--- config.mk ---
export PLATFORM = sky130hd
export DESIGN_NAME = cp0_exc_ctrl
export DESIGN_NICKNAME = d
export VERILOG_FILES = /design/src/rtl/cp0_pkg.sv /design/src/rtl/cp0_int_sync.sv /design/src/rtl/cp0_exc_ctrl.sv
export SDC_FILE = /design/constraint.sdc
export NUM_CORES = 1
export LEC_CHECK = 0
export CAP_MARGIN = 10
export CORE_ASPECT_RATIO = 0.75
export CORE_UTILIZATION = 38
export CTS_CLUSTER_DIAMETER = 100
export CTS_CLUSTER_SIZE = 30
export DETAILED_ROUTE_END_ITERATION = 7
export PLACE_DENSITY = 0.78
export REMOVE_ABC_BUFFERS = 1
export SETUP_SLACK_MARGIN = 0.5
export SLEW_MARGIN = 20
export SYNTH_ARGS = -nofsm -noshare
export SYNTH_HDL_FRONTEND = slang
export SYNTH_SLANG_ARGS = --single-unit
--- constraint.sdc ---
create_clock -name clk -period 2.9 [get_ports clk]
set_clock_uncertainty 0.2 [all_clocks]
set_input_delay 0.435 -clock clk [delete_from_list [all_inputs] [get_ports clk]]
set_output_delay 0.435 -clock clk [all_outputs]
set_load 0.03 [all_outputs]
--- src/rtl/cp0_pkg.sv ---
// Shared CP0 definitions: exception codes, register numbers, field positions
// and packing helpers for the SR and Cause views seen by mfc0.
package cp0_pkg;

    localparam int IRQ_W = 6;
    localparam int EXC_W = 5;

    localparam logic [EXC_W-1:0] EXC_INT  = 5'd0;
    localparam logic [EXC_W-1:0] EXC_ADEL = 5'd4;
    localparam logic [EXC_W-1:0] EXC_ADES = 5'd5;
    localparam logic [EXC_W-1:0] EXC_RI   = 5'd10;
    localparam logic [EXC_W-1:0] EXC_OV   = 5'd12;

    localparam logic [4:0] CP0_SR    = 5'd12;
    localparam logic [4:0] CP0_CAUSE = 5'd13;
    localparam logic [4:0] CP0_EPC   = 5'd14;
    localparam logic [4:0] CP0_PRID  = 5'd15;

    localparam int SR_IE_BIT     = 0;
    localparam int SR_EXL_BIT    = 1;
    localparam int SR_IM_LSB     = 10;
    localparam int CAUSE_EXC_LSB = 2;
    localparam int CAUSE_IP_LSB  = 10;
    localparam int CAUSE_BD_BIT  = 31;

    localparam logic [31:0] HANDLER_PC_DEFAULT = 32'h0000_4180;
    localparam logic [31:0] PRID_DEFAULT       = 32'h4341_5000;

    function automatic logic [31:0] pack_sr(input logic [IRQ_W-1:0] im,
                                            input logic exl,
                                            input logic ie);
        logic [31:0] r;
        r = '0;
        r[SR_IM_LSB +: IRQ_W] = im;
        r[SR_EXL_BIT]         = exl;
        r[SR_IE_BIT]          = ie;
        return r;
    endfunction

    function automatic logic [31:0] pack_cause(input logic bd,
                                               input logic [IRQ_W-1:0] ip,
                                               input logic [EXC_W-1:0] code);
        logic [31:0] r;
        r = '0;
        r[CAUSE_BD_BIT]               = bd;
        r[CAUSE_IP_LSB +: IRQ_W]      = ip;
        r[CAUSE_EXC_LSB +: EXC_W]     = code;
        return r;
    endfunction

endpackage

--- src/rtl/cp0_int_sync.sv ---
// Two-flop synchroniser for the asynchronous external interrupt lines.
module cp0_int_sync
    import cp0_pkg::*;
(
    input  logic             clk,
    input  logic             reset_n,
    input  logic [IRQ_W-1:0] async_i,
    output logic [IRQ_W-1:0] sync_o
);

    logic [IRQ_W-1:0] meta_q;
    logic [IRQ_W-1:0] sync_q;

    // NOTE: non-blocking assignments make both flops sample the old values,
    // so the chain really is two stages deep.
    always_ff @(posedge clk or negedge reset_n) begin
        if (!reset_n) begin
            meta_q <= '0;
            sync_q <= '0;
        end else begin
            meta_q <= async_i;
            sync_q <= meta_q;
        end
    end

    assign sync_o = sync_q;

endmodule

--- src/rtl/cp0_exc_ctrl.sv ---
// CP0 register file and precise exception/interrupt controller at the M stage.
// Handler mode is tracked by SR.EXL; flush/redirect are decided combinationally.
module cp0_exc_ctrl
    import cp0_pkg::*;
#(
    parameter logic [31:0] PRID       = PRID_DEFAULT,
    parameter logic [31:0] HANDLER_PC = HANDLER_PC_DEFAULT
) (
    input  logic             clk,
    input  logic             reset_n,
    input  logic             m_valid,
    input  logic [31:0]      m_pc,
    input  logic             m_bd,
    input  logic [EXC_W-1:0] m_exc_code,
    input  logic             m_eret,
    input  logic             m_mtc0_we,
    input  logic [4:0]       m_cp0_addr,
    input  logic [31:0]      m_cp0_wdata,
    input  logic [IRQ_W-1:0] hw_int,
    output logic [31:0]      cp0_rdata,
    output logic             flush,
    output logic [31:0]      redirect_pc,
    output logic [31:0]      epc
);

    logic [IRQ_W-1:0] ip_sync;

    logic [IRQ_W-1:0] sr_im_q, sr_im_d;
    logic             sr_exl_q, sr_exl_d;
    logic             sr_ie_q, sr_ie_d;
    logic             cause_bd_q, cause_bd_d;
    logic [EXC_W-1:0] cause_exc_q, cause_exc_d;
    logic [31:0]      epc_q, epc_d;
    logic [31:0]      last_pc_q, last_pc_d;

    logic        int_req;
    logic        exc_req;
    logic        take;
    logic        eret_go;
    logic [31:0] victim_pc;

    // The synchroniser output is the Cause.IP field itself.
    cp0_int_sync u_int_sync (
        .clk     (clk),
        .reset_n (reset_n),
        .async_i (hw_int),
        .sync_o  (ip_sync)
    );

    // Gating with reset_n keeps flush low while held in reset even if the
    // detector presents a stale ExcCode.
    assign int_req   = sr_ie_q & ~sr_exl_q & (|(sr_im_q & ip_sync));
    assign exc_req   = ~sr_exl_q & m_valid & (m_exc_code != EXC_INT);
    assign take      = reset_n & (int_req | exc_req);
    assign eret_go   = reset_n & m_eret & ~take;
    assign victim_pc = m_valid ? m_pc : last_pc_q;

    assign flush       = take | eret_go;
    assign redirect_pc = take ? HANDLER_PC : epc_q;
    assign epc         = epc_q;

    always_comb begin
        cp0_rdata = '0;
        case (m_cp0_addr)
            CP0_SR:    cp0_rdata = pack_sr(sr_im_q, sr_exl_q, sr_ie_q);
            CP0_CAUSE: cp0_rdata = pack_cause(cause_bd_q, ip_sync, cause_exc_q);
            CP0_EPC:   cp0_rdata = epc_q;
            CP0_PRID:  cp0_rdata = PRID;
            default:   cp0_rdata = '0;
        endcase
    end

    // NOTE: every next-state signal is defaulted to its current value first,
    // so no path through the branches below can infer a latch.
    always_comb begin
        sr_im_d     = sr_im_q;
        sr_exl_d    = sr_exl_q;
        sr_ie_d     = sr_ie_q;
        cause_bd_d  = cause_bd_q;
        cause_exc_d = cause_exc_q;
        epc_d       = epc_q;
        last_pc_d   = m_valid ? m_pc + 32'd4 : last_pc_q;

        if (take) begin
            sr_exl_d    = 1'b1;
            cause_exc_d = int_req ? EXC_INT : m_exc_code;
            cause_bd_d  = m_bd;
            epc_d       = m_bd ? victim_pc - 32'd4 : victim_pc;
        end else begin
            if (m_mtc0_we) begin
                case (m_cp0_addr)
                    CP0_SR: begin
                        sr_im_d  = m_cp0_wdata[SR_IM_LSB +: IRQ_W];
                        sr_exl_d = m_cp0_wdata[SR_EXL_BIT];
                        sr_ie_d  = m_cp0_wdata[SR_IE_BIT];
                    end
                    CP0_EPC: epc_d = {m_cp0_wdata[31:2], 2'b00};
                    default: ;
                endcase
            end
            if (eret_go) begin
                sr_exl_d = 1'b0;
            end
        end
    end

    always_ff @(posedge clk or negedge reset_n) begin
        if (!reset_n) begin
            sr_im_q     <= '0;
            sr_exl_q    <= 1'b0;
            sr_ie_q     <= 1'b0;
            cause_bd_q  <= 1'b0;
            cause_exc_q <= '0;
            epc_q       <= '0;
            last_pc_q   <= '0;
        end else begin
            sr_im_q     <= sr_im_d;
            sr_exl_q    <= sr_exl_d;
            sr_ie_q     <= sr_ie_d;
            cause_bd_q  <= cause_bd_d;
            cause_exc_q <= cause_exc_d;
            epc_q       <= epc_d;
            last_pc_q   <= last_pc_d;
        end
    end

endmodule

==> flow_metrics.tcl <==
set metrics [dict create \
    antenna_found_initial 0 \
    max_freq_mhz 359 \
    grt_pass1_wl_mm 34.4 \
    min_from "m_exc_code[4]" \
    avgRoutedWirePerCell_um 19.2 \
    synthFlopType "dfrtp_1" \
    drv_slew 0 \
    cts_tree "done" \
    die_width_um 147 \
    cts_root_buf "clkbuf_16" \
    run_status "finished, final reports clean" \
    worst_slew_pin_slew_ns 0.739 \
    initial_utilization_pct 39.2 \
    clk_pin_slew_ns 0.07 \
    place_area_um2 8440 \
    fin_crit_sh_pct 96.0 \
    synth-simple-area-share_pct 27.9 \
    dieArea_um2 16400 \
    port_buffers 182 \
    slew_headroom_pct 50.3 \
    critPathMostFrequentCell "buf_12" \
    rows 39 \
    numCtsBuffers 9 \
    syn_avg_cell_area_um2 8.56 \
    drive_gt1_share_pct 30.9 \
    synthCells 704 \
    crit_required_ns 2.27 \
    fill_cells 1247 \
    ant_nets 0 \
    first_pass_iters 4 \
    via_per_inst 5.54 \
    grt_use_total_pct 27.3 \
    p_leak_nw 4.26 \
    cp-end-kind "primary output" \
    synth_top_family_by_area "simple AND/OR/NAND/NOR gates" \
    drc_errors 0 \
    path_delay_family "compound AO/OA/AOI/OAI gates" \
    diodes 0 \
    totalWireLength_mm 22.7 \
    arrival_ns 2.15 \
    maxCapViolCount 0 \
    grt_overflow 0 \
    layout_commonest_cell "buf_4" \
    muxShareOfSynthArea_pct 9.17 \
    grt_max_degree 54 \
    first_iter_violations 573 \
    synth_seq_cells 90 \
    timing.rr.start "last_pc_q[12]" \
    timing.final.crit_period_ns 2.79 \
    ys_seq_area_share_pct 37.4 \
    layout_common_cells "buf_4, clkdlybuf4s50_1, dfrtp_1" \
    core_area_um2 15400 \
    final_nets 1058 \
    setup_viol 0 \
    finalNonFillerCells 1180 \
    htreeDepth 3 \
    holdCritPathClass "input pin to flop" \
    cts_sinks 90 \
    synthArstFlopShare_pct 100 \
    worstSkewPairLatency_ns 0.35 \
    ioPinCount 183 \
    worst_slack_ns 0.115 \
    top_layer_used "met4" \
    final_util_pct 63.4 \
    synth_edf_count 0 \
    crit_slowest_cell "dfrtp_1" \
    powerDensity_nw_per_um2 581 \
    start_kind "flop" \
    crit_fanout 5 \
    area_growth_pct 61.7 \
    hold_violations 0 \
    startpoint "sr_im_q[4]" \
    yosysWarnings 0 \
    dp_cells 1118 \
    synth_area_um2 6030 \
    first_global_vias 6095 \
    met1_length_mm 9.85 \
    dp_hpwl_mm 15.2 \
    synth-xor-area-share_pct 6.39 \
    place.gp.congestion 0.919 \
    cts_buffer_depth 2 \
    synth_adder_area_share_pct 0.415 \
    via_count 6535 \
    place_ws_ns -0.388 \
    ys_types 61 \
    die_y_um 111 \
    worstSetupPathType "flop to primary output" \
    dr_wl_met3_mm 1.94 \
    cp_num_buf_inv 4 \
    rsz0062_at_grt "true" \
    wl_met2_mm 10.5 \
    crit_chain "a22o_1 > o31a_1 > o21ai_4 > buf_12 > buf_12 > buf_12 > and2_4 > buf_6" \
    vdd_drop_max_v 0.000375 \
    synth_compound_area_share_pct 14.1 \
    slowest_delay_ns 0.41 \
    final_cell_area_um2 9750 \
]
synthesized netlist by cell type, types with 5 or more instances:
library cell,number,area share [%]
dfrtp_1,90,37
nand2_1,83,5.2
nor2_1,60,3.7
a21oi_1,58,4.8
clkbuf_1,41,2.6
and2_1,34,3.5
and3_1,29,3.0
mux2i_1,28,4.6
nand3_1,25,2.1
nor4_1,23,2.4
xnor2_1,23,3.3
o21ai_0,22,1.8
mux2_2,21,3.9
xor2_1,21,3.1
nor3_1,14,1.2
buf_2,12,1.0
a31oi_1,8,0.83
nand4_1,8,0.83
nor4b_1,7,1.0
o31ai_1,7,0.87
inv_1,6,0.37
nand2b_1,6,0.62
a221oi_1,5,0.73
cell type report:
class                   count  area, µm²  share of cell area (%)
repair buffers            313       3090                    31.6
well taps                 205        256                    2.63
flip-flops and latches     90       2250                    23.1
inverters                   6       26.3                   0.269
multi-input cells         550       3820                    39.1
clock inverters             6       72.6                   0.744
clock buffers              10        239                    2.45
metrics by stage:
stage / hold slack (ns) / power (mW) / setup TNS [ns]
finish: 0.110 / 5.67 / 0
global route: 0.109 / 5.90 / 0
CTS: 0.0950 / 5.58 / 0
detailed placement: 0.135 / 4.08 / -11.54
global placement: 0.134 / 4.04 / -10.12
floorplan: -0.0606 / 2.98 / -166.20
registers in the layout, indices dropped and copies added (netlist names):
signal,cells
sr_ie_q,1
cause_exc_q,5
sr_im_q,6
epc,32
sr_exl_q,1
u_int_sync.meta_q,6
cause_bd_q,1
u_int_sync.sync_o,6
last_pc_q,32
metal layers:
metal  GRT usage, %  vias up
met5              0        -
met4           6.60        0
met3           5.51       30
met2           43.6      325
met1           37.7     3127
li1               -     3053
kinds of logic (layout without fill, tap and decap cells):
family | after synthesis | in the layout
adder cells (fa/ha/maj) | 2 | 2
flip-flops | 90 | 90
AO/OA/AOI/OAI | 136 | 136
buffers and inverters | 64 | 335
XOR/XNOR | 44 | 44
multiplexers | 51 | 51
AND/OR/NAND/NOR | 317 | 317
repair_timing:
| action | CTS | global route |
|---|---|---|
| pin swaps | 24 | 18 |
| setup endpoints to repair | 107 | 66 |
| endpoints found under the hold margin | 37 | 0 |
| gates resized for setup | 130 | 40 |
| hold buffers | 2 | 0 |
| cloned | 7 | 0 |
| buffers inserted | 21 | 16 |
final timing paths:
kind	slack (ns)	to	cells after the start
setup / recovery	0.11	redirect_pc[10]	8
hold / removal	0.11	cause_exc_q[4]	3
setup reg to reg	0.47	epc[21]	5
hold reg to reg	0.15	u_int_sync.sync_o[5]	0
max in group asynchronous	1.67	epc[15]	4
min in group asynchronous	0.23	epc[12]	3
worst register-to-register path: cells and delay by family (launching register included):
| kind | cells | cell delay (ns) |
|---|---|---|
| simple gates | 3 | 1.29 |
| flops | 1 | 0.44 |
| compound gates | 2 | 0.38 |
power by group:
group,internal (mW),switching [mW]
clock,0.704,0.543
combinational,1.25,1.35
sequential,1.51,0.305
total,3.46,2.20
Note: power is estimated with default switching activity, not from simulation.
